[config.mk]
export PLATFORM = sky130hd
export DESIGN_NAME = lcd_mmio_controller
export DESIGN_NICKNAME = d
export VERILOG_FILES = /design/src/rtl/lcd_mmio_controller.sv
export SDC_FILE = /design/constraint.sdc
export NUM_CORES = 1
export LEC_CHECK = 0
export CORE_UTILIZATION = 45
export CTS_CLUSTER_DIAMETER = 80
export DETAILED_ROUTE_END_ITERATION = 10
export PLACE_DENSITY = 0.78
export SYNTH_ARGS = -nofsm -noshare
export SYNTH_HDL_FRONTEND = slang
export SYNTH_SLANG_ARGS = --single-unit
[constraint.sdc]
create_clock -name clk -period 5.6 [get_ports clk]
set_input_delay 1.12 -clock clk [delete_from_list [all_inputs] [get_ports clk]]
set_output_delay 1.12 -clock clk [all_outputs]
set_load 0.05 [all_outputs]
[src/rtl/lcd_mmio_controller.sv]
// ----------------------------------------------------------------------------
// lcd_mmio_controller
//   Memory-mapped HD44780-style LCD port. CPU stores to the DATA/CMD registers
//   are queued in a small FIFO; a timing FSM replays each entry onto the LCD
//   pins with programmable setup / pulse / hold / settle cycles.
//
//   Register map (addr[3:2]):
//     0 DATA   W  push {rs=1, wdata[7:0]}            reads 0
//     1 CMD    W  push {rs=0, wdata[7:0]}            reads 0
//     2 STATUS R  [0] busy [1] full [2] empty [8] overflow [23:16] fill count
//     3 CTRL   W  [0] clear overflow, [1] flush FIFO reads 0
//
// Ports
//   clk         system clock
//   rst_n       synchronous active-low reset
//   sel         chip select from the top-level address decode
//   addr        byte offset (addr[3:2] decoded)
//   wdata       store data
//   wenable     byte write enables (write when sel && wenable[0])
//   rdata       combinational read data selected by addr
//   lcd_data    LCD data bus
//   lcd_ctrl    {RS, RW}, RW always 0
//   lcd_enable  LCD enable strobe
//   busy        transfer in progress or FIFO not empty
// ----------------------------------------------------------------------------
module lcd_mmio_controller #(
    parameter int FIFO_DEPTH      = 8,
    parameter int SETUP_CYCLES    = 2,
    parameter int PULSE_CYCLES    = 4,
    parameter int HOLD_CYCLES     = 2,
    parameter int CMD_WAIT_CYCLES = 64
) (
    input  logic        clk,
    input  logic        rst_n,
    input  logic        sel,
    input  logic [3:0]  addr,
    input  logic [31:0] wdata,
    input  logic [3:0]  wenable,
    output logic [31:0] rdata,
    output logic [7:0]  lcd_data,
    output logic [1:0]  lcd_ctrl,
    output logic        lcd_enable,
    output logic        busy
);

    localparam int PTR_W = $clog2(FIFO_DEPTH);
    localparam int CNT_W = PTR_W + 1;
    localparam int TMR_W = 16;

    localparam logic [CNT_W-1:0] FIFO_FULL_CNT = CNT_W'(FIFO_DEPTH);
    localparam logic [TMR_W-1:0] SETUP_LOAD    = TMR_W'(SETUP_CYCLES - 1);
    localparam logic [TMR_W-1:0] PULSE_LOAD    = TMR_W'(PULSE_CYCLES - 1);
    localparam logic [TMR_W-1:0] HOLD_LOAD     = TMR_W'(HOLD_CYCLES - 1);
    localparam logic [TMR_W-1:0] WAIT_LOAD     = TMR_W'(CMD_WAIT_CYCLES - 1);
    localparam bit               HAS_WAIT      = (CMD_WAIT_CYCLES != 32'sd0);

    typedef enum logic [2:0] {
        ST_IDLE  = 3'd0,
        ST_SETUP = 3'd1,
        ST_PULSE = 3'd2,
        ST_HOLD  = 3'd3,
        ST_WAIT  = 3'd4
    } state_t;

    // FIFO storage and bookkeeping
    logic [8:0]       mem_r [FIFO_DEPTH];
    logic [PTR_W-1:0] wr_ptr_r;
    logic [PTR_W-1:0] rd_ptr_r;
    logic [CNT_W-1:0] count_r;
    logic             overflow_r;

    // Timing FSM and LCD pin registers
    state_t           state_r;
    state_t           state_nxt_s;
    logic [TMR_W-1:0] tmr_r;
    logic [TMR_W-1:0] tmr_nxt_s;
    logic             en_r;
    logic             en_nxt_s;
    logic [7:0]       data_r;
    logic [7:0]       data_nxt_s;
    logic [1:0]       ctrl_r;
    logic [1:0]       ctrl_nxt_s;

    // Bus decode and FIFO control
    logic             wr_s;
    logic             push_req_s;
    logic             push_rs_s;
    logic             ctrl_wr_s;
    logic             flush_s;
    logic             ovf_clr_s;
    logic             ovf_set_s;
    logic             push_ok_s;
    logic             pop_s;
    logic             full_s;
    logic             empty_s;
    logic             busy_s;
    logic [8:0]       head_s;
    logic [7:0]       fill_s;
    logic [31:0]      rdata_s;
    logic             unused_s;

    assign wr_s       = sel && wenable[0];
    assign push_req_s = wr_s && ((addr[3:2] == 2'd0) || (addr[3:2] == 2'd1));
    assign push_rs_s  = (addr[3:2] == 2'd0);
    assign ctrl_wr_s  = wr_s && (addr[3:2] == 2'd3);
    assign flush_s    = ctrl_wr_s && wdata[1];
    assign ovf_clr_s  = ctrl_wr_s && wdata[0];

    assign full_s     = (count_r == FIFO_FULL_CNT);
    assign empty_s    = (count_r == {CNT_W{1'b0}});
    // A flush discards a same-cycle push outright, so it never counts as overflow.
    assign push_ok_s  = push_req_s && !full_s && !flush_s;
    assign ovf_set_s  = push_req_s && full_s && !flush_s;
    assign head_s     = mem_r[rd_ptr_r];
    assign busy_s     = (state_r != ST_IDLE) || !empty_s;
    assign fill_s     = 8'(count_r);

    assign unused_s   = ^{wdata[31:8], wenable[3:1], addr[1:0]};

    // FIFO payload storage; contents are only meaningful below count_r.
    always_ff @(posedge clk) begin
        if (push_ok_s) begin
            mem_r[wr_ptr_r] <= {push_rs_s, wdata[7:0]};
        end
    end

    // FIFO pointers and fill count; a pop already taken by the FSM survives a flush.
    always_ff @(posedge clk) begin
        if (!rst_n) begin
            wr_ptr_r <= {PTR_W{1'b0}};
            rd_ptr_r <= {PTR_W{1'b0}};
            count_r  <= {CNT_W{1'b0}};
        end else if (flush_s) begin
            wr_ptr_r <= {PTR_W{1'b0}};
            rd_ptr_r <= {PTR_W{1'b0}};
            count_r  <= {CNT_W{1'b0}};
        end else begin
            if (push_ok_s) begin
                wr_ptr_r <= wr_ptr_r + {{(PTR_W-1){1'b0}}, 1'b1};
            end else begin
                wr_ptr_r <= wr_ptr_r;
            end
            if (pop_s) begin
                rd_ptr_r <= rd_ptr_r + {{(PTR_W-1){1'b0}}, 1'b1};
            end else begin
                rd_ptr_r <= rd_ptr_r;
            end
            case ({push_ok_s, pop_s})
                2'b10:   count_r <= count_r + {{(CNT_W-1){1'b0}}, 1'b1};
                2'b01:   count_r <= count_r - {{(CNT_W-1){1'b0}}, 1'b1};
                default: count_r <= count_r;
            endcase
        end
    end

    // Sticky overflow flag; a set in the same cycle as a clear wins.
    always_ff @(posedge clk) begin
        if (!rst_n) begin
            overflow_r <= 1'b0;
        end else if (ovf_set_s) begin
            overflow_r <= 1'b1;
        end else if (ovf_clr_s) begin
            overflow_r <= 1'b0;
        end else begin
            overflow_r <= overflow_r;
        end
    end

    // Next-state logic; one down-counter is reloaded on every state entry.
    always_comb begin
        state_nxt_s = state_r;
        tmr_nxt_s   = tmr_r;
        en_nxt_s    = en_r;
        data_nxt_s  = data_r;
        ctrl_nxt_s  = ctrl_r;
        pop_s       = 1'b0;
        case (state_r)
            ST_IDLE: begin
                if (!empty_s) begin
                    pop_s       = 1'b1;
                    data_nxt_s  = head_s[7:0];
                    ctrl_nxt_s  = {head_s[8], 1'b0};
                    tmr_nxt_s   = SETUP_LOAD;
                    state_nxt_s = ST_SETUP;
                end else begin
                    state_nxt_s = ST_IDLE;
                end
            end
            ST_SETUP: begin
                if (tmr_r == {TMR_W{1'b0}}) begin
                    en_nxt_s    = 1'b1;
                    tmr_nxt_s   = PULSE_LOAD;
                    state_nxt_s = ST_PULSE;
                end else begin
                    tmr_nxt_s   = tmr_r - {{(TMR_W-1){1'b0}}, 1'b1};
                end
            end
            ST_PULSE: begin
                if (tmr_r == {TMR_W{1'b0}}) begin
                    en_nxt_s    = 1'b0;
                    tmr_nxt_s   = HOLD_LOAD;
                    state_nxt_s = ST_HOLD;
                end else begin
                    tmr_nxt_s   = tmr_r - {{(TMR_W-1){1'b0}}, 1'b1};
                end
            end
            ST_HOLD: begin
                if (tmr_r == {TMR_W{1'b0}}) begin
                    // Instructions (rs=0) need the extra controller settle time.
                    if (!ctrl_r[1] && HAS_WAIT) begin
                        tmr_nxt_s   = WAIT_LOAD;
                        state_nxt_s = ST_WAIT;
                    end else begin
                        state_nxt_s = ST_IDLE;
                    end
                end else begin
                    tmr_nxt_s   = tmr_r - {{(TMR_W-1){1'b0}}, 1'b1};
                end
            end
            ST_WAIT: begin
                if (tmr_r == {TMR_W{1'b0}}) begin
                    state_nxt_s = ST_IDLE;
                end else begin
                    tmr_nxt_s   = tmr_r - {{(TMR_W-1){1'b0}}, 1'b1};
                end
            end
            default: begin
                en_nxt_s    = 1'b0;
                tmr_nxt_s   = {TMR_W{1'b0}};
                state_nxt_s = ST_IDLE;
            end
        endcase
    end

    // FSM state, shared timer and registered LCD pins; reset aborts a transfer at once.
    always_ff @(posedge clk) begin
        if (!rst_n) begin
            state_r <= ST_IDLE;
            tmr_r   <= {TMR_W{1'b0}};
            en_r    <= 1'b0;
            data_r  <= 8'h00;
            ctrl_r  <= 2'b00;
        end else begin
            state_r <= state_nxt_s;
            tmr_r   <= tmr_nxt_s;
            en_r    <= en_nxt_s;
            data_r  <= data_nxt_s;
            ctrl_r  <= ctrl_nxt_s;
        end
    end

    // Read mux; independent of sel so the top level can register it as it likes.
    always_comb begin
        rdata_s = 32'h0000_0000;
        case (addr[3:2])
            2'd2:    rdata_s = {8'h00, fill_s, 7'h00, overflow_r, 5'h00, empty_s, full_s, busy_s};
            default: rdata_s = 32'h0000_0000;
        endcase
    end

    assign rdata      = rdata_s;
    assign lcd_data   = data_r;
    assign lcd_ctrl   = ctrl_r;
    assign lcd_enable = en_r;
    assign busy       = busy_s;

`ifndef SYNTHESIS
    // Echo characters written to the display onto the simulation console.
    always @(negedge en_r) begin
        if (ctrl_r == 2'b10) begin
            $write("%c", data_r);
        end
    end
`endif

endmodule

==> results of run 1 <==
==> layout by cell type (no fill, tap or decap), types with 9 or more instances in the layout <==
| master | synthesis | layout |
|---|---|---|
| inv_1 | 12 | 12 |
| mux2i_1 | 10 | 10 |
| nor2_1 | 34 | 34 |
| a21oi_1 | 20 | 20 |
| or3_1 | 9 | 9 |
| mux4_2 | 18 | 18 |
| conb_1 | 1 | 25 |
| edfxtp_1 | 72 | 72 |
| a211oi_1 | 15 | 15 |
| clkdlybuf4s50_1 | 0 | 32 |
| clkbuf_16 | 0 | 9 |
| o21ai_0 | 12 | 12 |
| dfxtp_1 | 40 | 40 |
| nand2_1 | 22 | 22 |
==> state kept, by name (all words and copies together) (netlist names) <==
register    cells
state_r         3
lcd_ctrl        1
lcd_enable      1
tmr_r          16
count_r         4
mem_r          72
overflow_r      1
lcd_data        8
wr_ptr_r        3
rd_ptr_r        3
==> cell type report <==
type	instances	area, µm²	share of cell area (%)
Sequential cell	112	2960	51.3
Clock inverter	5	72.6	1.26
Clock buffer	11	233	4.03
Inverter	12	45.0	0.780
Timing Repair Buffer	35	343	5.94
Multi-Input combinational cell	262	1940	33.7
Tap cell	140	175	3.03
==> worst max-delay path, cell delays in order <==
cell and delay (ns):
clkdlybuf4s50_1 0.54, nor2b_1 0.42, and2_1 0.19, clkdlybuf4s50_1 0.80
==> path summary, 6_finish.rpt <==
kind,from,to,slack (ns)
min reg2reg,tmr_r[13],tmr_r[13],0.50
max,addr[3],rdata[2],1.41
min,tmr_r[13],tmr_r[13],0.50
max reg2reg,count_r[0],count_r[3],2.58
==> per-layer routing <==
layer / global-route usage (%) / share of wire [%] / up-vias
met5: 0 / 0 / -
met4: 5.21 / 0.94 / 0
met3: 4.82 / 5.7 / 9
met2: 31.1 / 52 / 101
met1: 22.1 / 41 / 1601
li1: - / - / 1543
==> cells by family (layout without fill, tap and decap cells) <==
group | Yosys count | in the layout | synth area share [%]
and+or+nand+nor | 118 | 118 | 12.3
adders and majority gates | 7 | 7 | 1.86
buffers and inverters | 55 | 63 | 6.37
other | 1 | 25 | 0.0734
AOI/OAI and AO/OA | 74 | 74 | 9.80
muxes | 28 | 28 | 9.89
DFF | 112 | 112 | 58.0
xor gates and xnor gates | 10 | 10 | 1.71
==> stage by stage <==
| stage | power (W) | hold slack [ns] |
|---|---|---|
| after floorplan | 0.00212 | 0.446 |
| after global placement | 0.00233 | 0.458 |
| after detailed placement | 0.00237 | 0.480 |
| after CTS | 0.00303 | 0.495 |
| after global routing | 0.00322 | 0.513 |
| final | 0.00302 | 0.495 |
==> power by group <==
part | internal (W) | switching (W)
combinational | 0.000496 | 0.000805
clock | 0.000356 | 0.000298
sequential | 0.000963 | 0.000106
total | 0.00182 | 0.00121
==> results.md, run 1 <==
- Vias per cell: approximately 5.6
- Drt pass-1 iters: 5
- Clk pin slew, worst setup/hold paths: 0.07 ns
- Antenna cells: 0
- Die width: roughly 110 µm
- Core area: 10,900 µm²
- Commonest cells in the netlist: 72 x edfxtp_1, 40 x dfxtp_1, 34 x nor2_1
- Placed insts: 561
- Most common cell in the netlist: edfxtp_1
- Area Overhead vs Synth: 13.0%
- CTS Buf Count: 9
- Seq/Total Area, Yosys: between 50 and 60%
- Hold_buf cts: 0
- Layout cell share with drive strength beyond 1: between 10% and 20%
- Pin count of the biggest net entering global routing: 23
- Hold Crit Depth: 2
- Placement Cell Area: 5470 µm²
- Initial DRC count: ~280
- Global-route wire length before repair: roughly 16 mm
- Final WS setup: between 1 and 1.5 ns
- Fin util: between 50% and 60%
- Power per cell area: between 500 and 600 nW/µm²
- Crit-path max FO: 8
- Post-Synthesis Cells: 405
- Synth warn: 0
- Reg2reg path depth: 10
- Pleak: 1.92 nW
- Setup_tns: 0 ns
- FF+latch count, synth: roughly 110
- Post-layout nets: approximately 480
- Synthesized area: ~5000 µm²
- Clk_skew: ~0.0081 ns
- Total Die Area: 11,800 µm²
- Maxcap violations: 0
- Filler instances: 917
- Wire length per cell: ~17 µm
- Insertion delay to the later sink of the worst-skew pair: between 0.3 and 0.4 ns
- Final Slew Violations: 0
- Fin cells: approximately 580
- Resize count post-CTS: 0
- Final setup fails: 0
- Run status: completed
- Main synth FF type: edfxtp_1
- Worst slew pin tran: 0.969 ns
- Clock root cell: clkbuf_16
- Worst Hold Class: reg -> reg
- Port bufs: 32
- Initial antenna violation count: 0
- Drt drc: 0
- Final weighted congestion in routability-driven placement: slightly below 0.9
- Yosys top cell area share: a little over two fifths
- Fin crit share: around three quarters
- Area leader, netlist: edfxtp_1
- Post-route ant nets: 0
- Final hold violation count: 0
- Period minus WS final: ~4.2 ns
- CP Launch Type: input pin
- Post-synth EDFFs: 72
- Place WS: around 1.4 ns
- Largest cells by area after synthesis: edfxtp_1 42%, dfxtp_1 16%, mux4_2 7.9%
- H-tree Lvls: 3
- Worst Path Required: between 4 and 5 ns
- Worst rel slew slack: a little over a third
- Distinct cells, synth: 55
- Vias in the first global route: around 3,200
- Postcts setup bufs: 0
- Rows: 38
- Synth async-reset ratio: 0%
- Peak supply drop: between 300 and 400 µV
- Avg Cell Area, Syn: approximately 13 µm²
- Design area: about 5800 µm²
- Post-DP HPWL: between 6 and 7 mm
- Clock buffer depth: 2
- Vias after detailed routing: roughly 3,300
- CTS tree: built
- Crit Path Class: in -> out
- Fmax: around 240 MHz
- Unrepaired setup endpoints after global routing: no
- Initial Util: between 40% and 50%
- Worst Path Arrival: 3.07 ns
- # IOs: between 80 and 90
- Sink Count: between 100 and 150
- GR Util All Layers: roughly 18%
- Die H: ~110 µm
- Critical Path End Type: output pin
- Routed wire length: about 10 mm
- GRT overflow: 0
(Power assumes the default switching activity.)
==> inputs of run 2 (changes only) <==
==> constraint.sdc (replaced) <==
create_clock -name clk -period 4.4 [get_ports clk]
set_input_delay 0.88 -clock clk [delete_from_list [all_inputs] [get_ports clk]]
set_output_delay 0.88 -clock clk [all_outputs]
set_load 0.05 [all_outputs]
==> results.md, run 2 (same netlist as run 1, synthesis figures left out) <==
- Global-route wire length before repair: roughly 16 mm
- Post-DP HPWL: ~6.6 mm
- Core area: 10,900 µm²
- Busiest layer in global routing: met2
- Post-layout nets: between 400 and 500
- Crit-path slowest cell: nor4_1
- Final Slew Violations: 0
- Post-route ant nets: 0
- GR Util All Layers: between 15 and 20%
- Final weighted congestion in routability-driven placement: about 0.87
- Area Overhead vs Synth: 14.0%
- Total Die Area: between 10,000 and 15,000 µm²
- Max reg flops: around 70
- Final WS setup: approximately 0.69 ns
- Rows: 38
- # IOs: 87
- Worst Path Required: roughly 3.5 ns
- Worst slew pin tran: roughly 0.96 ns
- Pleak: approximately 2.0 nW
- Antenna cells: 0
- Crit Path Class: reg -> out
- Die H: ~110 µm
- Insertion delay to the later sink of the worst-skew pair: ~0.35 ns
- Crit-path max FO: 7
- GRT met3 Usage: under 10%
- CTS Buf Count: 9
- Period minus WS final: ~3.7 ns
- Wire length per cell: 16.4 µm
- Unrepaired setup endpoints after global routing: no
- Hold_buf cts: 0
- Power per cell area: around 660 nW/µm²
- Placement Cell Area: between 5000 and 6000 µm²
- Worst rel slew slack: roughly 36%
- Fin crit share: a little over four fifths
- Crit path max-delay family: simple AND/OR/NAND/NOR gates
- Maxcap violations: 0
- GRT overflow: 0
- Initial DRC count: approximately 230
- Tot Pwr: about 0.0039 W
- Worst-path cell chain: nor4_1 -> and3_1 -> inv_1 -> and2_1 -> clkdlybuf4s50_1
- Critical Path End Type: output pin
- Run status: completed
- Initial Util: 46.7%
- Die width: between 100 and 150 µm
- Place WS: between 0.6 and 0.7 ns
- Routed wire length: about 9.6 mm
- M1 GR Usage: 22.3%
- Register name with the most flops: mem_r
- Vias in the first global route: 3,084
- Setup slack, reg-to-reg: between 1 and 1.5 ns
- Clock root cell: clkbuf_16
- Clock buffer depth: 2
- Drt drc: 0
- Fmax: ~270 MHz
- CP bufs+invs: 2
- Most frequent cells in the layout: 72 x edfxtp_1, 40 x dfxtp_1, 34 x nor2_1
- CP Launch Type: flop
- Pin count of the biggest net entering global routing: 23
- Clk pin slew, worst setup/hold paths: about 0.070 ns
- Resize count post-CTS: 0
- Port bufs: 32
- Vias after detailed routing: ~3,300
- Design area: 5820 µm²
- Worst Hold Class: reg -> reg
- Drt pass-1 iters: 4
- Initial antenna violation count: 0
- GR Util met2: 30.4%
- Max incr delay on CP: roughly 0.74 ns
- Sink Count: 112
- Commonest non-fill, non-tap cell in the layout: edfxtp_1
- H-tree Lvls: 3
- Final setup fails: 0
- Setup_tns: 0 ns
- CTS tree: built
- Postcts setup bufs: 0
- Layout cell share with drive strength beyond 1: 11.7%
- Final hold violation count: 0
- Peak supply drop: 482 µV
- Vias per cell: 5.62
- Worst Path Arrival: about 2.8 ns
- Clk_skew: 0.00807 ns
[run 2: layer usage]
layer  share of wire [%]  wire (µm)  vias to the layer above
met5                   0          0                        -
met4                 1.2        117                        0
met3                 4.8        462                       12
met2                  51       4860                      102
met1                  43       4120                     1611
li1                    -          -                     1557
[run 2: cell type report]
type	instances	area [µm²]
clock buffer	9	225
clock inverter	7	95.1
fill	897	5110
inverter	12	45.0
multi-input combinational	262	1920
sequential	112	2960
tap	140	175
timing repair buffer	42	395
[run 2: final timing paths]
check	from	endpoint	cells after the start
max	count_r[0]	rdata[0]	5
min	lcd_enable	lcd_enable	2
max reg2reg	count_r[0]	count_r[3]	10
min reg2reg	lcd_enable	lcd_enable	2
[run 2: worst min-delay path, stage by stage, from the launching register on]
cell	delay [ns]
dfxtp_1	0.33
nand2_1	0.06
a21oi_1	0.05
[run 2: metrics by stage]
stage               instances  hold slack, ns  util (%)
finish                    584           0.479      53.2
global route              584           0.487      53.2
CTS                       584           0.479      53.2
detailed placement        568           0.468      50.3
global placement          568           0.463      50.3
floorplan                 429           0.446         -
[run 2: power by group]
group | internal [W] | switching (W)
Clock | 0.000460 | 0.000395
Combinational | 0.000632 | 0.00102
Sequential | 0.00123 | 0.000135
==> inputs of run 3 (changes only) <==
--- a/config.mk
+++ b/config.mk
@@ -8,7 +8,7 @@
 export CORE_UTILIZATION = 45
 export CTS_CLUSTER_DIAMETER = 80
 export DETAILED_ROUTE_END_ITERATION = 10
-export PLACE_DENSITY = 0.78
+export PLACE_DENSITY = 0.81
 export SYNTH_ARGS = -nofsm -noshare
 export SYNTH_HDL_FRONTEND = slang
 export SYNTH_SLANG_ARGS = --single-unit
==> constraint.sdc (replaced) <==
create_clock -name clk -period 3.4 [get_ports clk]
set_input_delay 0.68 -clock clk [delete_from_list [all_inputs] [get_ports clk]]
set_output_delay 0.68 -clock clk [all_outputs]
set_load 0.05 [all_outputs]
==> results.md, run 3 (same netlist as run 1, synthesis figures left out) <==
- Peak supply drop: approximately 660 µV
- Worst setup path start: state_r[1]
- Most frequent cells in the layout: 72 x edfxtp_1, 40 x dfxtp_1, 34 x nor2_1
- Global-route wire length before repair: between 15 and 20 mm
- Setup_tns: 0 ns
- Clk_skew: about 0.0086 ns
- Critical Path End Type: output pin
- Placed insts: 570
- Total Die Area: roughly 12,000 µm²
- Clock root cell: clkbuf_16
- Die width: between 100 and 150 µm
- Routed wire length: just under 10 mm
- Wire length per cell: 16.5 µm
- Vias in the first global route: approximately 3,200
- CTS Buf Count: 9
- Pleak: 1.99 nW
- CTS tree: built
- Period minus WS final: just over 3 ns
- Resize count post-CTS: 0
- Initial antenna violation count: 0
- Maxcap violations: 0
- Unrepaired setup endpoints after global routing: no
- GRT overflow: 0
- Core area: ~11,000 µm²
- Clock buffer depth: 2
- Layout cell share with drive strength beyond 1: a little over an eighth
- Register name with the most flops: mem_r
- Crit Path Class: reg -> out
- Vias after detailed routing: roughly 3,300
- Setup slack, reg-to-reg: a little under 0.7 ns
- Die H: 109 µm
- Worst rel slew slack: between 30 and 40%
- Worst Path Required: 2.72 ns
- Drt drc: 0
- Commonest non-fill, non-tap cell in the layout: edfxtp_1
- Area Overhead vs Synth: 14.8%
- CP Launch Type: flop
- Hold_buf cts: 0
- Clk pin slew, worst setup/hold paths: 0.07 ns
- Rows: 38
- Max reg flops: between 70 and 80
- Fmax: 328 MHz
- H-tree Lvls: 3
- Pin count of the biggest net entering global routing: 23
- Worst r2r src: count_r[0]
- Insertion delay to the later sink of the worst-skew pair: 0.34 ns
- Postcts setup bufs: 0
- Crit-path max FO: 11
- Final WS setup: between 0.3 and 0.4 ns
- GR Util All Layers: 17.4%
- Run status: completed
- Worst Hold Class: reg -> reg
- Antenna cells: 0
- Fin crit share: about nine tenths
- End of the worst register-to-register path: count_r[3]
- Worst slew pin tran: ~0.95 ns
- Power per cell area: about 850 nW/µm²
- Vias per cell: between 5 and 6
- Place WS: around 0.29 ns
- Fin cells: about 590
- Initial Util: a little under half
- Worst Path Arrival: about 2.4 ns
- Post-layout nets: 491
- Reg2reg path depth: 10
- # IOs: a little under 90
- Final setup fails: 0
- Post-route ant nets: 0
- Crit path to: busy
- Final Slew Violations: 0
- Sink Count: around 110
- Post-DP HPWL: 6.61 mm
- Final weighted congestion in routability-driven placement: around 0.92
- Drt pass-1 iters: 7
- Final hold violation count: 0
- Initial DRC count: 205
- Port bufs: 32
## run 3: power by group
group	leakage [nW]	switching, W	internal [W]
Clock	0.134	0.000483	0.000512
Combinational	0.875	0.00134	0.000860
Sequential	0.977	0.000178	0.00159
Total	1.99	0.00200	0.00296
## run 3: area by class of cell
cell class,instances,area (µm²)
Clock buffer,11,233
Timing Repair Buffer,44,478
Inverter,12,45.0
Multi-Input combinational cell,262,1920
Tap cell,140,175
Fill cell,900,5070
Sequential cell,112,2960
Clock inverter,5,50.0
## run 3: critical path, cell delays in order (launching register included)
cell and delay, ns:
dfxtp_1 0.42, nor2_1 0.38, and3_1 0.42, inv_1 0.09
clkdlybuf4s50_1 0.71
## run 3: metal layers
layer	share of wire, %	GRT usage (%)	vias up
met1	43	20.9	1589
met4	1.4	6.47	0
met2	51	30.5	128
li1	-	-	1559
met5	0	0	-
met3	5.1	3.68	16
## run 3: worst min path at each step
stage / from / cells after the start / endpoint / slack [ns]
after floorplan: tmr_r[13] / 2 / tmr_r[13] / 0.45
after global placement: tmr_r[13] / 2 / tmr_r[13] / 0.46
after detailed placement: lcd_enable / 2 / lcd_enable / 0.48
after CTS: lcd_enable / 2 / lcd_enable / 0.49
after global routing: tmr_r[13] / 2 / tmr_r[13] / 0.52
final: lcd_enable / 2 / lcd_enable / 0.48
## run 3: per-stage QoR
step	area (µm²)	utilization (%)	hold WS [ns]	total power, W
finish	5870	53.6	0.482	0.00496
global route	5870	53.6	0.524	0.00525
floorplan	5200	-	0.446	0.00350
CTS	5870	53.6	0.487	0.00497
detailed placement	5580	51.1	0.477	0.00397
global placement	5580	51.1	0.462	0.00389
==> variant 1, RTL diff (flow settings as in run 3) <==
One comparison of `count_r` changes from == to >=.
--- a/src/rtl/lcd_mmio_controller.sv
+++ b/src/rtl/lcd_mmio_controller.sv
@@ -106,7 +106,7 @@
     assign flush_s    = ctrl_wr_s && wdata[1];
     assign ovf_clr_s  = ctrl_wr_s && wdata[0];
 
-    assign full_s     = (count_r == FIFO_FULL_CNT);
+    assign full_s     = (count_r >= FIFO_FULL_CNT);
     assign empty_s    = (count_r == {CNT_W{1'b0}});
     // A flush discards a same-cycle push outright, so it never counts as overflow.
     assign push_ok_s  = push_req_s && !full_s && !flush_s;
Check against the original RTL: same outputs for any inputs over 10 cycles, from zero or initial values and one cycle with rst_n low; that may be too few to reach the edited logic, so the function may still have changed.
==> variant 1 against run 3 <==
Setup slack improved by 0.062 ns. Final area decreased by 2.8%. Register-to-register slack improved by 0.05 ns. Synthesized area decreased by 1.2%. Non-clock buffer count increased by 5. Power decreased by 14%. Sequential cell count unchanged. Critical path depth unchanged. Via count decreased by 5.4%. Critical path type is now in -> out. Sequential power about the same. Wire length decreased by 5.2%.
==> variant 1: results (changes against run 3) <==
synthAdderAreaFrac: 0.0213  # +0.00270
grt_pass1_vias: 3134  # -1.9%
critPathLaunch: "addr[3]"
avgRoutedWirePerCell_um: 15.6  # -5.6%
synth_xor_area_frac: 0.0260  # +0.00888
nNetsFinal: 494  # +0.61%
dr.pass1.iters: 4  # -3
grt_usage: 0.175  # +0.000698
min_from: "overflow_r"
slew_headroom: 0.352  # -0.0136
status: "finished, final reports clean"
clock-root-buffer: "clkbuf_8"
reg2reg_slack_ns: 0.74  # +0.05 ns
viasPerCell: 5.30  # -5.7%
dp_hpwl_um: 6380  # -3.5%
crit_fanout: 6  # -5
r2r_start: "count_r[3]"
clock_latency_ns: 0.38  # +0.04 ns
drive_gt1_frac: 0.152  # +0.0173
ys_seq_area_frac: 0.587  # +0.00690
synth_area_leaders: "edfxtp_1 43%, dfxtp_1 16%, mux4_2 8.0%"
fill_cells: 896  # -0.44%
fin_skew_ns: 0.0107  # +0.00205 ns
yosys-top-cells-count: "72 x edfxtp_1, 46 x nor2_1, 40 x dfxtp_1"
gp_congestion: 0.792  # -14%
synth.distinct_cells: 52  # -5.5%
synth_compound_area_frac: 0.0734  # -0.0246
drtIter0Drc: 306  # +49%
muxShareOfSynthArea: 0.100  # +0.00118
r2r_cells: 9  # -1
[variant 1: cell count changes after synthesis, sizes merged, moves of 4 or more]
| cell | change |
|---|---|
| nor2 | +14 |
| a211oi | -12 |
| or3 | -7 |
| nand2 | +6 |
| o211a | +6 |
| a21oi | -5 |
| nand3 | +5 |
| o21ai | +5 |
| xnor2 | +4 |
[variant 1: cell type report]
class                   count  share of cell area
inverters                  11             0.00724
well taps                 140              0.0307
clock inverters             7              0.0143
flip-flops and latches    112               0.520
repair buffers             49              0.0768
multi-input cells         260               0.330
clock buffers               9              0.0217
[variant 1: worst max-delay path: stages]
cell and delay, ns:
clkdlybuf4s50_1 0.56, nand2b_1 0.14, nor2_1 0.12, clkdlybuf4s50_1 0.80
[variant 1: metal layers]
metal  global-route usage  vias to the layer above  wire, um
met3               0.0472                        7       372
met2                0.299                       80      4740
li1                     -                     1501         -
met1                0.213                     1526      3970
met4               0.0577                        0        84
met5                    0                        -         0
[variant 1: logic make-up after synthesis]
group,after synthesis
AND/OR/NAND/NOR,130
flip-flops,112
AO/OA/AOI/OAI,54
buffers and inverters,50
multiplexers,28
XOR/XNOR,15
adder cells (fa/ha/maj),8
other,1
[variant 1: worst max path at each step]
stage                      end  depth (start not counted)  slack, ns
floorplan           count_r[3]                         11       0.63
finish                rdata[0]                          4       0.42
global route              busy                          4       0.33
detailed placement  count_r[3]                         11       0.27
global placement    count_r[3]                         10       0.34
CTS                   rdata[2]                          3       0.41
[variant 1: metrics by stage]
step / setup WS, ns / area [um^2] / instances / hold slack, ns
3_5_place_dp: 0.272 / 5500 / 572 / 0.489
3_3_place_gp: 0.340 / 5500 / 572 / 0.472
2_1_floorplan: 0.627 / 5140 / 422 / 0.458
4_1_cts: 0.414 / 5700 / 588 / 0.503
5_1_grt: 0.331 / 5700 / 588 / 0.539
6_report: 0.416 / 5700 / 588 / 0.498
[variant 1: where the power goes]
group          internal, uW  total [uW]  leakage (uW)  switching [uW]
Combinational           677        1670      0.000953             993
Sequential             1570        1760      0.000977             186
Clock                   354         814      0.000102             461
Total                  2610        4240       0.00203            1640
==> variant 2, RTL diff (settings of run 3) <==
Without the edit above. Change the parameter `FIFO_DEPTH` from 8 to 16.
--- a/src/rtl/lcd_mmio_controller.sv
+++ b/src/rtl/lcd_mmio_controller.sv
@@ -24,7 +24,7 @@
 //   busy        transfer in progress or FIFO not empty
 // ----------------------------------------------------------------------------
 module lcd_mmio_controller #(
-    parameter int FIFO_DEPTH      = 8,
+    parameter int FIFO_DEPTH      = 16,
     parameter int SETUP_CYCLES    = 2,
     parameter int PULSE_CYCLES    = 4,
     parameter int HOLD_CYCLES     = 2,
Function: changed (a bounded check fails within 10 cycles, from zero or initial values and one cycle with rst_n low).
==> variant 2 against run 3 <==
Cell count rose by 43%. Largest power group unchanged. Non-clock buffer count rose by 12. Synthesized area rose by 60%. Setup slack got worse by 0.21 ns. Fmax fell by 6.4%. Wire length rose by 72%. Highest routed layer unchanged. Final area rose by 58%. Critical path depth did not move. Synthesized cell count rose by 38%. Die area rose by 59%. Critical path type unchanged. Global-route usage rose by 1.8 points. Power rose by 56%. Sequential cell count rose by 75. Clock skew rose by 0.0017 ns.
==> variant 2: results (changes against run 3) <==
synth.distinct_cells: 62  # +13%
synth_xor_area_frac: 0.0161  # -0.00109
avgRoutedWirePerCell_um: 19.8  # +20%
worstPathArrival_ns: 2.57  # +0.20 ns
dr.pass1.iters: 5  # -2
grt_pass1_vias: 4911  # +54%
instances_no_fill: 840  # +43%
swShare: 0.382  # -0.0222
areaGrowthSynthToFinish_pct: 13.3
grt_max_degree: 40  # +74%
muxShareOfSynthArea: 0.103  # +0.00382
crit_fanout: 7  # -4
viasPerCell: 5.81  # +3.5%
status: "finished, final reports clean"
nNetsFinal: 658  # +34%
clock_latency_ns: 0.44  # +0.10 ns
min_from: "lcd_data[4]"
dpl_cell_area_um2: 8710  # +56%
cts_resized: 0  # unchanged
htreeDepth: 4  # +1
synth.top_cell.area_share: 0.529  # +0.105
synth_cells: 558  # +38%
largest_reg_flops: 144  # +100%
p_leak_uw: 0.00312  # +57%
synthAdderAreaFrac: 0.0193  # +0.000655
post-place-cells: 809  # +42%
dp_hpwl_um: 10800  # +63%
yosys-top-cells-count: "144 x edfxtp_1, 49 x nor2_1, 43 x dfxtp_1"
vdd_ir_drop_max_mv: 0.687  # +4.6%
drtIter0Drc: 406  # +98%
synth_edf_count: 144  # +100%
ys_seq_area_frac: 0.634  # +0.0538
cts_buffers: 17  # +8
synth_area_leaders: "edfxtp_1 53%, dfxtp_1 11%, mux4_2 9.9%"
r2r_start: "state_r[0]"
drive_gt1_frac: 0.193  # +0.0590
io_buffers: 33  # +3.1%
grt_usage: 0.192  # +0.0182
critPathLaunch: "count_r[0]"
==> variant 2: per-layer routing <==
metal  vias up  track usage  routed length, um
li1       2198            -                  -
met5         -            0                  0
met3        22       0.0452                947
met4         0       0.0611                212
met2       172        0.336               8620
met1      2491        0.234               6880
==> variant 2: final timing paths <==
kind	slack [ns]	end	cells after the start
hold reg to reg	0.48	lcd_data[4]	2
setup / recovery	0.15	busy	4
hold / removal	0.48	lcd_data[4]	2
setup reg to reg	0.32	count_r[4]	10
==> variant 2: final cells by class <==
class | count | area (um^2)
Fill cell | 1363 | 8270
Inverter | 13 | 48.8
Clock buffer | 17 | 425
Timing Repair Buffer | 56 | 490
Clock inverter | 14 | 131
Tap cell | 225 | 282
Sequential cell | 187 | 5190
Multi-Input combinational cell | 328 | 2710
==> variant 2: logic make-up (layout without fill, tap and decap cells) <==
group                      Yosys count  after routing
and+or+nand+nor                    149            149
xor gates and xnor gates            15             15
buffers and inverters               66            100
other                                1             24
AOI/OAI and AO/OA                   89             89
adders and majority gates           12             12
DFF                                187            187
muxes                               39             39
==> variant 2: metrics by stage <==
stage               utilization  total power [uW]  setup WS (ns)  hold WS [ns]
floorplan                     -              5280          0.175         0.445
global placement          0.497              5720          0.202         0.467
detailed placement        0.497              5860         0.0767         0.471
CTS                       0.529              7730          0.145         0.484
global route              0.529              8100         0.0143         0.514
finish                    0.529              7720          0.146         0.484
==> variant 2: worst max-delay path: stages (launching register included) <==
cell	delay [ns]
dfxtp_1	0.37
nor4_4	0.48
nor4b_4	0.45
inv_2	0.11
clkdlybuf4s50_1	0.73
==> variant 2: power by group through the flow <==
stage	sequential, uW	clock [uW]	combinational (uW)
after floorplan	3010	0	2270
after global placement	2930	0	2790
after detailed placement	2950	0	2910
after CTS	2900	1890	2940
after global routing	2930	1970	3190
final	2900	1860	2950
